--- config.mk ---
export PLATFORM = sky130hd
export DESIGN_NAME = reg_write_ctrl
export DESIGN_NICKNAME = d
export VERILOG_FILES = /design/src/rtl/reg_write_ctrl_pkg.sv /design/src/rtl/decoder5to32.sv /design/src/rtl/reg_write_ctrl.sv
export SDC_FILE = /design/constraint.sdc
export NUM_CORES = 1
export LEC_CHECK = 0
export CORE_ASPECT_RATIO = 1.5
export CORE_MARGIN = 3
export CORE_UTILIZATION = 45
export DETAILED_ROUTE_END_ITERATION = 10
export PLACE_DENSITY = 0.75
export RECOVER_POWER = 50
export SKIP_CTS_REPAIR_TIMING = 1
export SLEW_MARGIN = 20
export SYNTH_ARGS = -nofsm -noshare
export SYNTH_HDL_FRONTEND = slang
export SYNTH_HIERARCHICAL = 1
export SYNTH_SLANG_ARGS = --single-unit
--- constraint.sdc ---
create_clock -name clk -period 3.5 [get_ports clk]
set_input_delay 0.7 -clock clk [delete_from_list [all_inputs] [get_ports clk]]
set_output_delay 0.7 -clock clk [all_outputs]
set_load 0.02 [all_outputs]
--- src/rtl/reg_write_ctrl_pkg.sv ---
// Shared register-file definitions for the writeback controller.
// Provides the register count, index width, zero-register index, occupancy
// counter width and the controller state encoding.
package reg_write_ctrl_pkg;

  localparam int unsigned NUM_REGS  = 32;
  localparam int unsigned REG_IDX_W = 5;
  localparam int unsigned PEND_W    = 4;

  localparam logic [REG_IDX_W-1:0] REG_ZERO = REG_IDX_W'(0);

  // IDLE: buffer empty; DRAIN: entries and last hold low; STALL: entries and hold high
  typedef enum logic [1:0] {
    IDLE  = 2'd0,
    DRAIN = 2'd1,
    STALL = 2'd2
  } wstate_t;

endpackage

--- src/rtl/decoder5to32.sv ---
// One-hot register write-strobe decoder.
// Ports: idx   - register index to strobe
//        en    - strobe enable; all outputs low when clear
//        sel_c - combinational one-hot strobe vector (bit n = register n)
module decoder5to32
  import reg_write_ctrl_pkg::*;
(
  input  logic [REG_IDX_W-1:0] idx,
  input  logic                 en,
  output logic [NUM_REGS-1:0]  sel_c
);

  always_comb begin
    sel_c = '0;
    if (en) sel_c = NUM_REGS'(1) << idx;
  end

endmodule

--- src/rtl/reg_write_ctrl.sv ---
// Register-file writeback controller: buffers writebacks in a small FIFO and
// commits them one per cycle onto the shared D bus with a one-hot Dselect.
// Ports: clk/reset        - clock, synchronous active-high reset
//        wr_valid/wr_ready - writeback handshake; wr_rd/wr_data the payload
//        hold             - register file cannot take a write this cycle
//        D/Dselect        - registered data bus and one-hot write strobes
//        rs_a/rs_b        - read indices checked against buffered writes
//        hazard           - a read index matches a not-yet-committed write
//        pending          - buffer occupancy
module reg_write_ctrl
  import reg_write_ctrl_pkg::*;
#(
  parameter int unsigned DEPTH = 2,
  parameter int unsigned WIDTH = 32
) (
  input  logic                 clk,
  input  logic                 reset,
  input  logic                 wr_valid,
  output logic                 wr_ready,
  input  logic [REG_IDX_W-1:0] wr_rd,
  input  logic [WIDTH-1:0]     wr_data,
  input  logic                 hold,
  output logic [WIDTH-1:0]     D,
  output logic [NUM_REGS-1:0]  Dselect,
  input  logic [REG_IDX_W-1:0] rs_a,
  input  logic [REG_IDX_W-1:0] rs_b,
  output logic                 hazard,
  output logic [PEND_W-1:0]    pending
);

  localparam int unsigned PTR_W = $clog2(DEPTH);

  logic [REG_IDX_W-1:0] rd_q   [DEPTH];
  logic [WIDTH-1:0]     data_q [DEPTH];
  logic [PTR_W-1:0]     wptr_q, rptr_q;
  wstate_t              state_q, state_d;
  logic [PEND_W-1:0]    pending_d;
  logic                 commit_c, accept_c, push_c;
  logic [NUM_REGS-1:0]  dsel_c;

  // Commit decision, handshake and occupancy/state update
  always_comb begin
    commit_c  = 1'b0;
    wr_ready  = 1'b0;
    accept_c  = 1'b0;
    push_c    = 1'b0;
    pending_d = pending;
    state_d   = state_q;

    case (state_q)
      IDLE:         commit_c = 1'b0;
      DRAIN, STALL: commit_c = !hold;
      default:      commit_c = 1'b0;
    endcase

    // a full buffer still accepts when its head leaves this cycle
    wr_ready = !reset && ((pending < PEND_W'(DEPTH)) || commit_c);
    accept_c = wr_valid && wr_ready;
    // writes to the zero register complete the handshake but are not stored
    push_c   = accept_c && (wr_rd != REG_ZERO);

    if (push_c && !commit_c)      pending_d = pending + PEND_W'(1);
    else if (!push_c && commit_c) pending_d = pending - PEND_W'(1);

    if (pending_d == '0) state_d = IDLE;
    else if (hold)       state_d = STALL;
    else                 state_d = DRAIN;
  end

  // Hazard: any occupied slot whose destination matches a nonzero read index
  always_comb begin
    logic [PTR_W-1:0] offs;
    hazard = 1'b0;
    offs   = '0;
    for (int unsigned i = 0; i < DEPTH; i++) begin
      offs = PTR_W'(i) - rptr_q;
      if (PEND_W'(offs) < pending) begin
        if ((rs_a != REG_ZERO && rd_q[i] == rs_a) ||
            (rs_b != REG_ZERO && rd_q[i] == rs_b))
          hazard = 1'b1;
      end
    end
    if (reset) hazard = 1'b0;
  end

  decoder5to32 u_dec (
    .idx   (rd_q[rptr_q]),
    .en    (commit_c),
    .sel_c (dsel_c)
  );

  // Control state, pointers and registered bus outputs
  always_ff @(posedge clk) begin
    if (reset) begin
      state_q <= IDLE;
      pending <= '0;
      wptr_q  <= '0;
      rptr_q  <= '0;
      Dselect <= '0;
      D       <= '0;
    end else begin
      state_q <= state_d;
      pending <= pending_d;
      Dselect <= dsel_c;
      if (push_c) wptr_q <= wptr_q + PTR_W'(1);
      if (commit_c) begin
        rptr_q <= rptr_q + PTR_W'(1);
        D      <= data_q[rptr_q];
      end
    end
  end

  // Entry storage; contents are don't-care until written
  always_ff @(posedge clk) begin
    if (push_c) begin
      rd_q[wptr_q]   <= wr_rd;
      data_q[wptr_q] <= wr_data;
    end
  end

endmodule

### After elaboration in Yosys (flattened, before gate mapping)

Memory sizes are Yosys's and may differ from the RTL's. A register that Yosys moved wholly into a read port is not among the register bits.
Index checks and enable logic that the tools add are counted.

* add/subtract/negate cells: 6
* magnitude comparators: 3
* equality and inequality tests: 6
* shifts and indexed selects: 1
* mux-type cells: 13
* bitwise gates (word level): 1
* reduce and logical (&&, ||, !) cells: 23

Operator list (count)
* $shl A1 B5 Y32 const A: 1
* $eq A5 B5 Y1: 4
* $reduce_bool A5 Y1: 3
* $mux W1: 10
* $logic_and A1 B1 Y1: 9
* $lt A1 B4 Y1: 2
* $mux W4: 2
* $reduce_or A2 Y1: 3
* $add A4 B1 Y4 const B: 1
* $logic_not A1 Y1: 4
* $logic_not A4 Y1: 1
* $lt A4 B2 Y1 const B: 1
* $sub A4 B1 Y4 const B: 1
* $logic_or A1 B1 Y1: 3
* $add A1 B1 Y1 const B: 2
* $eq A2 B1 Y1 const B: 1
* $eq A2 B2 Y1 const B: 1
* $mux W2: 1
* $sub A1 B1 Y1 const A: 2
* $not A1 Y1: 1

* flip-flop bits (word level): 40
* RAM bits: 74
* input port bits: 51
* output and inout bits: 70
* word-level logic and storage cells: 60
* memories: 2

Memories
* data_q: depth 2, bits a word 32, rd ports 1, clocked after Yosys merged registers in 1, write ports 1, RTL line reg_write_ctrl.sv:34 `logic [WIDTH-1:0] data_q [DEPTH];`
* rd_q: depth 2, bits a word 5, rd ports 3, clocked after Yosys merged registers in 1, write ports 1, RTL line reg_write_ctrl.sv:33 `logic [REG_IDX_W-1:0] rd_q [DEPTH];`

### Longest topological paths before layout

Gate-level depths: netlist (run 1).

* word-level depth: 13
* depth in mapped cells: 8
* gate-level depth less buffers: 7

### Hierarchy

The synthesis (run 1) kept the hierarchy.

By module, submodules not included
* reg_write_ctrl: instances 1, cells an instance 390, area an instance 5336.4 um^2, sequential area each 3683.5 um^2
* decoder5to32: instances 1, cells an instance 47, area an instance 234.0 um^2, sequential area each 0.0 um^2

### Worst setup path before layout (run 1)

No wires, ideal clock.

* kind: in2reg
* from: input hold
* to: memory data_q[0][0], enable pin
* setup time: 0.436 ns
* arrival: 3.078 ns
* data required time: 3.064 ns
* slack: -0.013 ns
* stages on the path: 3
* buffers on the path: 0
* cell sequence: or2_2 -> a211oi_1 -> nor2b_1

* longest elaborated chain between the ends: 8

Ends and longest elaborated chain
* start, declared: RTL line reg_write_ctrl.sv:22 `input logic hold,`
* $logic_not A1 Y1: RTL line reg_write_ctrl.sv:52 `DRAIN, STALL: commit_c = !hold;`
* $mux W1: RTL line reg_write_ctrl.sv:50 `case (state_q)`
* $logic_or A1 B1 Y1: RTL line reg_write_ctrl.sv:57 `wr_ready = !reset && ((pending < PEND_W'(DEPTH)) || commit_c);`
* $logic_and A1 B1 Y1: RTL line reg_write_ctrl.sv:57
* $logic_and A1 B1 Y1: RTL line reg_write_ctrl.sv:58 `accept_c = wr_valid && wr_ready;`
* $logic_and A1 B1 Y1: RTL line reg_write_ctrl.sv:60 `push_c = accept_c && (wr_rd != REG_ZERO);`
* $mux W1: RTL line reg_write_ctrl.sv:115 `if (push_c) begin`
* $mux W1 (implied by the code): RTL line reg_write_ctrl.sv:117 `data_q[wptr_q] <= wr_data;`
* end, declared: RTL line reg_write_ctrl.sv:34

No other way between the ends.

### Worst setup path in the final report (run 1)

* from: input hold
* to: register Dselect[24]

* longest elaborated chain between the ends: 4

Ends and longest elaborated chain
* $logic_not A1 Y1: RTL line reg_write_ctrl.sv:52
* $mux W1: RTL line reg_write_ctrl.sv:50
* $not A1 Y1 (no line)
* $reduce_or A2 Y1 (no line)
* end signal, assigned: RTL line reg_write_ctrl.sv:104 `Dselect <= dsel_c;`
* end, declared: RTL line reg_write_ctrl.sv:24 `output logic [NUM_REGS-1:0] Dselect,`

No other way between the ends.
A chain may end at the register's enable or synchronous reset.

==> out/qor.txt, run 1 <==
Status: finished, final reports clean
Worst Setup SP: hold
Worst path cell trace: clkdlybuf4s50_1, or2_2, inv_2, clkbuf_1, nand4bb_1, nor2_1, nor2b_1
Fin nets: 617
Switching Share: 30.9%
CP peak stage delay: 900 ps
Post-Syn Area: 5570 sq um
Setup crit end: Dselect[24]
Clk sinks: 147
Core area: 12100 sq um
Power per cell area: 699 nW/um^2
Slew @ Worst Pin: 1190 ps
Initial antenna violation count: 1
Int Pwr: 0.00364 W
Synth cell types: 41
Share of post-route cells with drive strength above 1: 10.2%
Via count: 3697
# rows: 49
Syn nets: 490
CTS root buf: clkbuf_16
# setup viols final: 0
H-tree levels: 4
Layout Skew: 9.02 ps
Final max-slew violation count: 0
First-pass GRT wire length: 18.5 mm
Area delta synth->final: 35.2%
Pre-antenna DRT Iters: 4
Net Sw Power: 0.00162 W
Die width: 96.8 microns
Clock power frac: 32.0%
Hold Vio Cnt, Final: 0
Wire length on met3: 575 microns
Sequential area share after synthesis: 66.1%
Cell area after layout: 7530 sq um
Seq cells post-synth: 147
Worst reg2reg path depth: 7
Largest net degree at the start of global routing: 47
Cells after synthesis: 437
Vias in the first global route: 3792
Synth warn: 6
Total of max-cap violations: 0
Placed cells: 698
Clock buffer count from CTS: 17
Met2 wire length: 6.12 mm
Startpoint class of the critical path: input port
CP Depth: 7
Critical path's top delay family: buffers and inverters
Avg Cell Area, Syn: 12.7 sq um
DRT antenna net count: 0
FFs w/ async S/R, synth: 0%
DRT iter0 DRCs: 133
Setup Crit Path Kind: in -> reg
Final HPWL DP: 8.04 mm
Reg2reg start: state_q[0]
Max IR drop VDD: 0.411 mV
Slowest stage cell on the critical path: clkbuf_1
Worst skew pair latency: 410 ps
Met1 Wirelength: 4.41 mm
Area after DPL: 6970 sq um
Worst R2R End: Dselect[24]
Final Routed Wirelength: 11.5 mm
CP Max Fanout: 27
CTS max path bufs: 2
Vias per cell: 5.06
Ports: 121
Clk pin slew, worst setup/hold paths: 60 ps
Wire per inst: 15.7 microns
Starting Density: 46.1%
GRT Overall Usage: 17.0%
CP arrival: 3490 ps
Die Area: 13800 sq um
Final routed DRC violation total: 0
RSZ-0062 raised after global routing: no
Worst Path Buf+Inv: 3
I/O Buffers: 120
Crit. End Element: register
Number of synthesized flops with an enable pin: 74
Top layer in use: met4
Routability cong.: 0.864
R2R setup slack: 710 ps
CTS tree: yes
Chip height: 142 microns
Leak: 2.76 nW
Min Clock Period, post-route: 3160 ps
Final cell count without fillers: 731
Aggregate negative setup slack: 0 ps
Headroom to the max-slew limit: 20.4%
Hold Path Class: reg -> reg
Dominant register cell in the synthesized netlist: edfxtp_1
Gr ovfl total: 0
Comb power frac: 26.3%
Tcrit/Tclk final: 90.2%
Sequential share of power: 41.7%
Critical Path RT: 3830 ps
Fmax: 317 MHz
cells in the mapped netlist, drive strengths merged, types with 5 or more instances:
master / instances / area [sq um]
nor2: 76 / 285
edfxtp: 74 / 2220
dfxtp: 73 / 1460
a211oi: 34 / 255
nor2b: 34 / 213
mux2i: 33 / 330
xnor2: 16 / 140
clkbuf: 13 / 48.8
buf: 9 / 40.0
xor2: 9 / 78.8
o21ai: 7 / 50.1
mux2: 6 / 67.6
nand2: 6 / 22.5
inv: 5 / 18.8
sequential cells by signal, indices dropped and copies added, names as in the netlist, named ones only:
register / cells
data_q: 64
Dselect: 32
rd_q: 10
D: 32
rptr_q: 1
state_q: 2
wptr_q: 1
pending: 4
power by group through the flow:
| stage | Combinational [W] | Sequential [W] | Clock, W |
|---|---|---|---|
| 2_1_floorplan | 0.000742 | 0.00236 | 0 |
| 3_3_place_gp | 0.00140 | 0.00223 | 0 |
| 3_5_place_dp | 0.00143 | 0.00223 | 0 |
| 4_1_cts | 0.00144 | 0.00220 | 0.00172 |
| 5_1_grt | 0.00150 | 0.00222 | 0.00179 |
| 6_report | 0.00138 | 0.00219 | 0.00168 |
cells in the final DEF, fill, tap and decap left out, types with 3 or more instances in the layout:
cell type and count:
nand4bb_1 3, buf_4 8, dlygate4sd3_1 98, nand2_1 6, a21oi_1 4, nor2_1 76
or2_2 3, inv_1 4, a211oi_1 34, xnor2_1 16, clkdlybuf4s50_1 20, nor4_1 4
nand3_1 4, o21ai_0 5, xor2_1 9, clkbuf_16 17, dfxtp_1 72, clkinv_4 5
edfxtp_1 74, nor2b_1 33, nand4b_1 3, mux2_2 6, mux2i_1 33
logic make-up (layout without fill, tap and decap cells):
family | Yosys count | count (layout) | synth area share (%)
mux | 39 | 39 | 7.14
other cells | 0 | 1 | 0
fa+ha+maj | 2 | 2 | 0.449
flops | 147 | 147 | 66.1
buf+inv | 27 | 167 | 1.93
simple gates | 147 | 147 | 13.8
compound gates | 50 | 50 | 6.65
xor+xnor | 25 | 25 | 3.93
through the flow:
stage / setup WS (ps) / total power [W] / utilization [%] / hold slack (ps)
after floorplan: 671 / 0.00310 / - / 517
after global placement: 97.9 / 0.00362 / 57.7 / 486
after detailed placement: 50.3 / 0.00366 / 57.7 / 490
after CTS: 40.9 / 0.00536 / 62.3 / 498
after global routing: 181 / 0.00551 / 62.3 / 519
final: 343 / 0.00526 / 62.3 / 493
layer usage:
layer	track usage (%)	vias up
li1	-	1819
met1	17.7	1716
met2	31.3	133
met3	4.12	29
met4	9.54	0
met5	0	-
worst reg2reg max path, stage by stage, from the launching register on:
cell	delay, ps
dfxtp_1	300
xnor2_1	160
or2_2	340
inv_2	130
clkbuf_1	900
nand4bb_1	490
nor2_1	240
nor2b_1	160
cell type report:
type                       instances  area [sq um]
multi-input combinational        263          1790
inverter                           5          18.8
fill                             958          4550
antenna                            1          2.50
clock buffer                      18           429
sequential                       147          3680
tap                              153           191
timing repair buffer             130          1280
clock inverter                    14           131
worst min path at each step:
stage	start	end	slack, ps	cells after the start
after floorplan	wptr_q	wptr_q	520	2
after global placement	D[0]	D[0]	490	2
after detailed placement	D[26]	D[26]	490	2
after CTS	D[5]	D[5]	500	2
after global routing	D[28]	D[28]	520	2
final	D[26]	D[26]	490	2
Note: power is estimated with default switching activity, not from simulation.
==> run 2: changes to the inputs <==
CTS_CLUSTER_SIZE = 24   (was default)
==> results of run 2 <==
Final layout, timing and power as in run 1 (identical DEF).
